## config.mk

```make
export PLATFORM = sky130hd
export DESIGN_NAME = mem_access_ctrl
export DESIGN_NICKNAME = d
export VERILOG_FILES = /design/src/rtl/chronos_mem_pkg.sv /design/src/rtl/load_align.sv /design/src/rtl/mem_access_ctrl.sv
export SDC_FILE = /design/constraint.sdc
export NUM_CORES = 1
export LEC_CHECK = 0
export ABC_AREA = 1
export CAP_MARGIN = 20
export CORE_UTILIZATION = 45
export CTS_BUF_LIST = sky130_fd_sc_hd__clkbuf_4 sky130_fd_sc_hd__clkbuf_8
export DETAILED_ROUTE_END_ITERATION = 7
export HOLD_SLACK_MARGIN = 0.05
export PLACE_DENSITY_LB_ADDON = 0.15
export SYNTH_ARGS = -nofsm -noshare
export SYNTH_HDL_FRONTEND = slang
export SYNTH_SLANG_ARGS = --single-unit
```

## constraint.sdc

```tcl
create_clock -name i_clk -period 2.3 [get_ports i_clk]
set_clock_uncertainty 0.1 [all_clocks]
set_input_delay 0.46 -clock i_clk [delete_from_list [all_inputs] [get_ports i_clk]]
set_output_delay 0.46 -clock i_clk [all_outputs]
set_load 0.02 [all_outputs]
```

## src/rtl/chronos_mem_pkg.sv

```systemverilog
// Shared definitions for the load/store path: memory commands, RV32I opcode and
// funct3 encodings, controller state and request decode helpers.
package chronos_mem_pkg;

  localparam logic MEM_CMD_READ  = 1'b0;
  localparam logic MEM_CMD_WRITE = 1'b1;

  localparam logic [6:0] OP_LOAD  = 7'b0000011;
  localparam logic [6:0] OP_STORE = 7'b0100011;

  localparam logic [2:0] F3_B  = 3'b000;
  localparam logic [2:0] F3_H  = 3'b001;
  localparam logic [2:0] F3_W  = 3'b010;
  localparam logic [2:0] F3_BU = 3'b100;
  localparam logic [2:0] F3_HU = 3'b101;

  typedef enum logic [1:0] {
    ST_IDLE   = 2'd0,
    ST_ACCESS = 2'd1,
    ST_RESP   = 2'd2
  } mac_state_e;

  function automatic logic req_legal(input logic [6:0] op, input logic [2:0] f3);
    if (op == OP_LOAD)
      return (f3 == F3_B) || (f3 == F3_H) || (f3 == F3_W) || (f3 == F3_BU) || (f3 == F3_HU);
    if (op == OP_STORE)
      return (f3 == F3_B) || (f3 == F3_H) || (f3 == F3_W);
    return 1'b0;
  endfunction

  // Width comes from funct3[1:0] for both loads and stores (B/BU, H/HU, W).
  function automatic logic req_misaligned(input logic [2:0] f3, input logic [1:0] lo);
    case (f3[1:0])
      2'b01:   return lo[0];
      2'b10:   return lo != 2'b00;
      default: return 1'b0;
    endcase
  endfunction

endpackage

```

## src/rtl/load_align.sv

```systemverilog
// Picks the addressed byte/half out of a memory word and sign- or zero-extends
// it according to the load funct3. Purely combinational.
module load_align
  import chronos_mem_pkg::*;
(
  input  logic [2:0]  i_funct3,
  input  logic [1:0]  i_addr_lo,
  input  logic [31:0] i_word,
  output logic [31:0] o_data
);

  logic [31:0] w_shift;
  logic [7:0]  w_byte;
  logic [15:0] w_half;

  assign w_shift = i_word >> {i_addr_lo, 3'b000};
  assign w_byte  = w_shift[7:0];
  assign w_half  = i_addr_lo[1] ? i_word[31:16] : i_word[15:0];

  always_comb begin
    o_data = i_word;
    case (i_funct3)
      F3_B:    o_data = {{24{w_byte[7]}}, w_byte};
      F3_BU:   o_data = {24'h0, w_byte};
      F3_H:    o_data = {{16{w_half[15]}}, w_half};
      F3_HU:   o_data = {16'h0, w_half};
      default: o_data = i_word;
    endcase
  end

endmodule

```

## src/rtl/mem_access_ctrl.sv

```systemverilog
// Load/store initiator: latches one request, drives the mem responder until
// mem_valid or timeout, then returns one response pulse.
module mem_access_ctrl
  import chronos_mem_pkg::*;
#(
  parameter int TIMEOUT_CYCLES = 255
) (
  input  logic        i_clk,
  input  logic        i_reset,
  input  logic        i_req_valid,
  output logic        o_req_ready,
  input  logic [31:0] i_req_instr,
  input  logic [31:0] i_req_addr,
  input  logic [31:0] i_req_store_data,
  output logic        o_resp_valid,
  output logic [31:0] o_resp_load_data,
  output logic        o_resp_error,
  output logic [31:0] o_mem_addr,
  output logic [3:0]  o_mem_write_mask,
  output logic        o_mem_enable,
  output logic        o_mem_cmd,
  output logic [31:0] o_mem_write_data,
  input  logic [31:0] i_mem_load_data,
  input  logic        i_mem_valid
);

  localparam int CNT_W = ($clog2(TIMEOUT_CYCLES) > 8) ? $clog2(TIMEOUT_CYCLES) : 8;

  mac_state_e  r_state;
  logic [2:0]  r_f3;
  logic [31:0] r_addr;
  logic        r_is_store;
  logic [3:0]  r_mask;
  logic [31:0] r_wdata;
  logic [CNT_W-1:0] r_cnt;
  logic [31:0] r_resp_data;
  logic        r_resp_err;

  logic [6:0]  w_op;
  logic [2:0]  w_f3;
  logic        w_store;
  logic        w_ok;
  logic [3:0]  w_mask;
  logic [31:0] w_wdata;
  logic [31:0] w_load;

  assign w_op    = i_req_instr[6:0];
  assign w_f3    = i_req_instr[14:12];
  assign w_store = (w_op == OP_STORE);
  assign w_ok    = req_legal(w_op, w_f3) && !req_misaligned(w_f3, i_req_addr[1:0]);

  // Byte lanes and replicated data are fixed at accept so ACCESS outputs stay stable.
  always_comb begin
    w_mask  = 4'b1111;
    w_wdata = 32'h0;
    if (w_store) begin
      case (w_f3)
        F3_B: begin
          w_mask  = 4'b0001 << i_req_addr[1:0];
          w_wdata = {4{i_req_store_data[7:0]}};
        end
        F3_H: begin
          w_mask  = 4'b0011 << i_req_addr[1:0];
          w_wdata = {2{i_req_store_data[15:0]}};
        end
        default: w_wdata = i_req_store_data;
      endcase
    end
  end

  load_align u_load_align (
    .i_funct3  (r_f3),
    .i_addr_lo (r_addr[1:0]),
    .i_word    (i_mem_load_data),
    .o_data    (w_load)
  );

  always_ff @(posedge i_clk) begin
    if (i_reset) begin
      r_state     <= ST_IDLE;
      r_f3        <= 3'b0;
      r_addr      <= 32'h0;
      r_is_store  <= 1'b0;
      r_mask      <= 4'b0;
      r_wdata     <= 32'h0;
      r_cnt       <= '0;
      r_resp_data <= 32'h0;
      r_resp_err  <= 1'b0;
    end else begin
      case (r_state)
        ST_IDLE: if (i_req_valid) begin
          r_f3       <= w_f3;
          r_addr     <= i_req_addr;
          r_is_store <= w_store;
          r_mask     <= w_mask;
          r_wdata    <= w_wdata;
          r_cnt      <= '0;
          if (w_ok) begin
            r_state <= ST_ACCESS;
          end else begin
            r_state     <= ST_RESP;
            r_resp_err  <= 1'b1;
            r_resp_data <= 32'h0;
          end
        end
        ST_ACCESS: begin
          // mem_valid wins over an expiring counter on the same cycle.
          if (i_mem_valid) begin
            r_state     <= ST_RESP;
            r_resp_err  <= 1'b0;
            r_resp_data <= r_is_store ? 32'h0 : w_load;
          end else if (r_cnt == CNT_W'(TIMEOUT_CYCLES - 1)) begin
            r_state     <= ST_RESP;
            r_resp_err  <= 1'b1;
            r_resp_data <= 32'h0;
          end else begin
            r_cnt <= r_cnt + 1'b1;
          end
        end
        ST_RESP: r_state <= ST_IDLE;
        default: r_state <= ST_IDLE;
      endcase
    end
  end

  assign o_req_ready      = (r_state == ST_IDLE);
  assign o_resp_valid     = (r_state == ST_RESP);
  assign o_resp_load_data = r_resp_data;
  assign o_resp_error     = r_resp_err;
  assign o_mem_enable     = (r_state == ST_ACCESS);
  assign o_mem_addr       = {r_addr[31:2], 2'b00};
  assign o_mem_write_mask = r_mask;
  assign o_mem_cmd        = r_is_store ? MEM_CMD_WRITE : MEM_CMD_READ;
  assign o_mem_write_data = r_wdata;

endmodule

```

==> metrics.txt <==
# TYPE chip_impl_metric gauge
chip_impl_metric{name="fin_setup_tns",unit="ns"} 0
chip_impl_metric{name="drtAntennaViolNets",unit=""} 0
chip_impl_metric{name="post-route-period-util",unit=""} 0.952
chip_impl_metric{name="worst_pin_slew",unit="ns"} 0.653
chip_impl_metric{name="crit_path_max_incr_delay",unit="ns"} 0.65
chip_impl_metric{name="adder_and_majority_gate_portion_of_the_synthesized_area",unit=""} 0.0108
chip_impl_info{name="type_of_the_most_critical_hold_path",value="flop to flop"} 1
chip_impl_metric{name="number_of_drc_markers_in_iteration_0",unit=""} 422
chip_impl_metric{name="worst_ir_drop_vdd",unit="mV"} 0.390
chip_impl_metric{name="insertedDiodeCount",unit=""} 0
chip_impl_metric{name="synth-seq-cells",unit=""} 115
chip_impl_info{name="yosysTopAreaCell",value="sky130_fd_sc_hd__dfxtp_1"} 1
chip_impl_metric{name="clock_insertion_delay_worst_skew",unit="ns"} 0.44
chip_impl_metric{name="dr_total_vias",unit=""} 5999
chip_impl_metric{name="tritoncts_num_sinks",unit=""} 115
chip_impl_metric{name="synth-xor-area-share",unit=""} 0.00151
chip_impl_info{name="crit_path_top_delay_cell",value="sky130_fd_sc_hd__clkdlybuf4s50_1"} 1
chip_impl_info{name="cts_tree",value="done"} 1
chip_impl_metric{name="synth_cell_types",unit=""} 32
chip_impl_metric{name="grt_pass1_wl",unit="mm"} 25.7
chip_impl_metric{name="routed-wl-met2",unit="mm"} 7.23
chip_impl_metric{name="floorplan.core_area",unit="sq mm"} 0.0126
chip_impl_metric{name="die_height",unit="um"} 116
chip_impl_info{name="combinational_family_with_the_most_area_after_synthesis",value="simple AND/OR/NAND/NOR gates"} 1
chip_impl_metric{name="row_count",unit=""} 41
chip_impl_info{name="critPathCaptureType",value="primary output"} 1
chip_impl_metric{name="grt_antenna_before_repair",unit=""} 0
chip_impl_metric{name="muxShareOfSynthArea",unit=""} 0
chip_impl_metric{name="synth-edff-count",unit=""} 0
chip_impl_metric{name="count_of_pins_over_their_slew_limit",unit=""} 0
chip_impl_metric{name="cp_data_required_time",unit="ns"} 1.74
chip_impl_metric{name="grt_usage",unit=""} 0.250
chip_impl_metric{name="minimum_period_implied_by_the_final_worst_setup_slack",unit="ns"} 2.19
chip_impl_metric{name="route.detailed.wl_per_inst",unit="um"} 13.2
chip_impl_info{name="synth_common_cells",value="179 x sky130_fd_sc_hd__nand2_1, 133 x sky130_fd_sc_hd__nor2_1, 118 x sky130_fd_sc_hd__o21ai_0"} 1
chip_impl_metric{name="clk_path_buf_depth",unit=""} 2
chip_impl_metric{name="wl_met3",unit="mm"} 1.50
chip_impl_metric{name="synth_sequential_area_ratio",unit=""} 0.397
chip_impl_metric{name="timing.max_slew.rel_slack",unit=""} 0.563
chip_impl_metric{name="area_enclosed_by_the_die_boundary",unit="sq mm"} 0.0133
chip_impl_metric{name="max_cap_viol_count",unit=""} 0
chip_impl_metric{name="timing_hold_violations_final",unit=""} 0
chip_impl_metric{name="drive_gt1_frac",unit=""} 0.0880
chip_impl_metric{name="arrival_time_worst_endpoint",unit="ns"} 1.63
chip_impl_metric{name="die_outline_width",unit="um"} 116
chip_impl_metric{name="firstDrtPassIters",unit=""} 5
chip_impl_info{name="timing_worst_setup_path_type",value="flop to primary output"} 1
chip_impl_metric{name="grt_overflow",unit=""} 0
chip_impl_metric{name="maxClockFrequency",unit="GHz"} 0.457
chip_impl_metric{name="crit_path_max_fanout",unit=""} 5
chip_impl_metric{name="gpl.final_weighted_congestion",unit=""} 0.866
chip_impl_info{name="run_status",value="completed"} 1
chip_impl_metric{name="cellLeakagePower",unit="nW"} 3.53
chip_impl_metric{name="synth_simple_gate_area_share",unit=""} 0.245
chip_impl_metric{name="remaining_drc_errors",unit=""} 0
chip_impl_metric{name="power.density_cell_area",unit="mW/mm^2"} 611
chip_impl_metric{name="synth.yosys.warnings",unit=""} 0
chip_impl_metric{name="grt_max_degree",unit=""} 38
chip_impl_metric{name="synthArstFlopShare",unit=""} 0
chip_impl_metric{name="flow.area_growth_from_synthesis",unit="%"} 44.2
chip_impl_metric{name="postLayoutCoreUtil",unit=""} 0.665
chip_impl_info{name="worstPathCellList",value="nor2_4, clkdlybuf4s50_1"} 1
chip_impl_metric{name="grt_pass1_vias",unit=""} 5244
chip_impl_info{name="synthTopCellsByArea",value="sky130_fd_sc_hd__dfxtp_1 40%, sky130_fd_sc_hd__nand2_1 12%, sky130_fd_sc_hd__o21ai_0 10%, sky130_fd_sc_hd__nor2_1 8.6%, sky130_fd_sc_hd__a21oi_1 6.2%"} 1
chip_impl_metric{name="detail_route.wirelength",unit="mm"} 16.2
chip_impl_metric{name="setup_violations",unit=""} 0
chip_impl_metric{name="hpwlAfterDp",unit="mm"} 11.9
chip_impl_metric{name="floorplan.initialDensity",unit=""} 0.461
chip_impl_metric{name="synth_area_per_cell",unit="sq um"} 6.73
chip_impl_info{name="rsz0062_at_grt",value="false"} 1
chip_impl_info{name="dominantRegCellSynth",value="sky130_fd_sc_hd__dfxtp_1"} 1
chip_impl_metric{name="cts_max_level",unit=""} 4
chip_impl_metric{name="clk_pin_slew_worst_paths",unit="ns"} 0.06
chip_impl_metric{name="final_net_count",unit=""} 1181
chip_impl_metric{name="ioPinCount",unit=""} 237
chip_impl_info{name="highest_metal_layer_with_signal_wires",value="met4"} 1
chip_impl_metric{name="post-synth-top-area-fraction",unit=""} 0.397
chip_impl_metric{name="synth_cells",unit=""} 862
chip_impl_metric{name="synth_compound_gate_area_share",unit=""} 0.211
chip_impl_metric{name="port-buffer-count",unit=""} 212
chip_impl_info{name="synthMostInstantiatedCell",value="sky130_fd_sc_hd__nand2_1"} 1
chip_impl_metric{name="synth_area",unit="sq mm"} 0.00580
chip_impl_info{name="startpoint_type",value="flop"} 1
chip_impl_metric{name="post_cts_buffers",unit=""} 0
chip_impl_info{name="cts-root-buf",value="sky130_fd_sc_hd__clkbuf_8"} 1
chip_impl_metric{name="worst_hold_slack",unit="ns"} 0.346
chip_impl_metric{name="cts_buffers",unit=""} 17
chip_impl_metric{name="viasPerCell",unit=""} 4.88
chip_impl_metric{name="m1WireLength",unit="mm"} 7.16
critical path: cells and delay by family, from the launching register on:
family | cells | cell delay (ns)
buffers and inverters | 1 | 0.65
DFF | 1 | 0.35
and+or+nand+nor | 1 | 0.20
flip-flops by register name, indices dropped and copies added, names as in the netlist:
| name | flops |
|---|---|
| r_addr | 32 |
| r_cnt | 8 |
| o_mem_write_mask | 4 |
| r_is_store | 1 |
| o_mem_write_data | 32 |
| o_resp_load_data | 32 |
| r_state | 2 |
| o_resp_error | 1 |
| r_f3 | 3 |
cells by family (layout without fill, tap and decap cells):
| family | count (synthesis) | after routing |
|---|---|---|
| buffers and inverters | 163 | 357 |
| DFF | 115 | 115 |
| AOI/OAI and AO/OA | 223 | 223 |
| adders and majority gates | 5 | 5 |
| xor gates and xnor gates | 1 | 1 |
| and+or+nand+nor | 354 | 354 |
| other | 1 | 2 |
layer usage:
| layer | vias up | GRT usage |
|---|---|---|
| met5 | - | 0 |
| met4 | 0 | 0.0996 |
| met3 | 29 | 0.0821 |
| met2 | 239 | 0.386 |
| met1 | 2652 | 0.321 |
| li1 | 3079 | - |
where the power goes:
| part | switching (W) | internal, W | leakage (nW) | total (W) |
|---|---|---|---|---|
| Sequential | 0.0000501 | 0.00208 | 0.940 | 0.00213 |
| Clock | 0.000825 | 0.00109 | 0.205 | 0.00192 |
| Combinational | 0.000569 | 0.000486 | 2.38 | 0.00105 |
placed cells by master, fill, tap and decap left out, drive strengths merged, types with 12 or more instances in the layout:
master         instances
o211ai                12
nor2                 137
clkdlybuf4s50        210
o21ai                137
inv                   84
nand2                184
clkbuf                23
nand3                 25
buf                   28
a21oi                 72
dfxtp                115
path summary, 6_finish.rpt:
kind | cells past startpoint | slack, ns | start | endpoint
setup / recovery | 2 | 0.11 | r_state[1] | o_req_ready
hold / removal | 2 | 0.35 | o_resp_error | o_resp_error
setup reg to reg | 8 | 0.49 | r_addr[1] | o_resp_load_data[16]
hold reg to reg | 2 | 0.35 | o_resp_error | o_resp_error
through the flow:
stage | instance area (sq um) | std cells | power (W) | setup slack, ns
floorplan | 5800 | 863 | 0.00279 | 0.550
global placement | 7950 | 1197 | 0.00321 | -0.00249
detailed placement | 7950 | 1197 | 0.00323 | -0.0515
CTS | 8360 | 1229 | 0.00515 | 0.0683
global route | 8360 | 1229 | 0.00536 | 0.0451
finish | 8360 | 1229 | 0.00511 | 0.111
cell type report:
type | count | area, sq um
clock buffers | 23 | 304
clock inverters | 9 | 103
fillers | 1150 | 4210
inverters | 85 | 322
multi-input cells | 585 | 2720
flip-flops and latches | 115 | 2300
well taps | 172 | 215
repair buffers | 240 | 2400
what timing repair did:
action | CTS | global route
endpoints found under the setup margin | 1 | 1
hold buffers | 0 | 0
resized for setup | 1 | 1
Note: power is estimated with default switching activity, not from simulation.
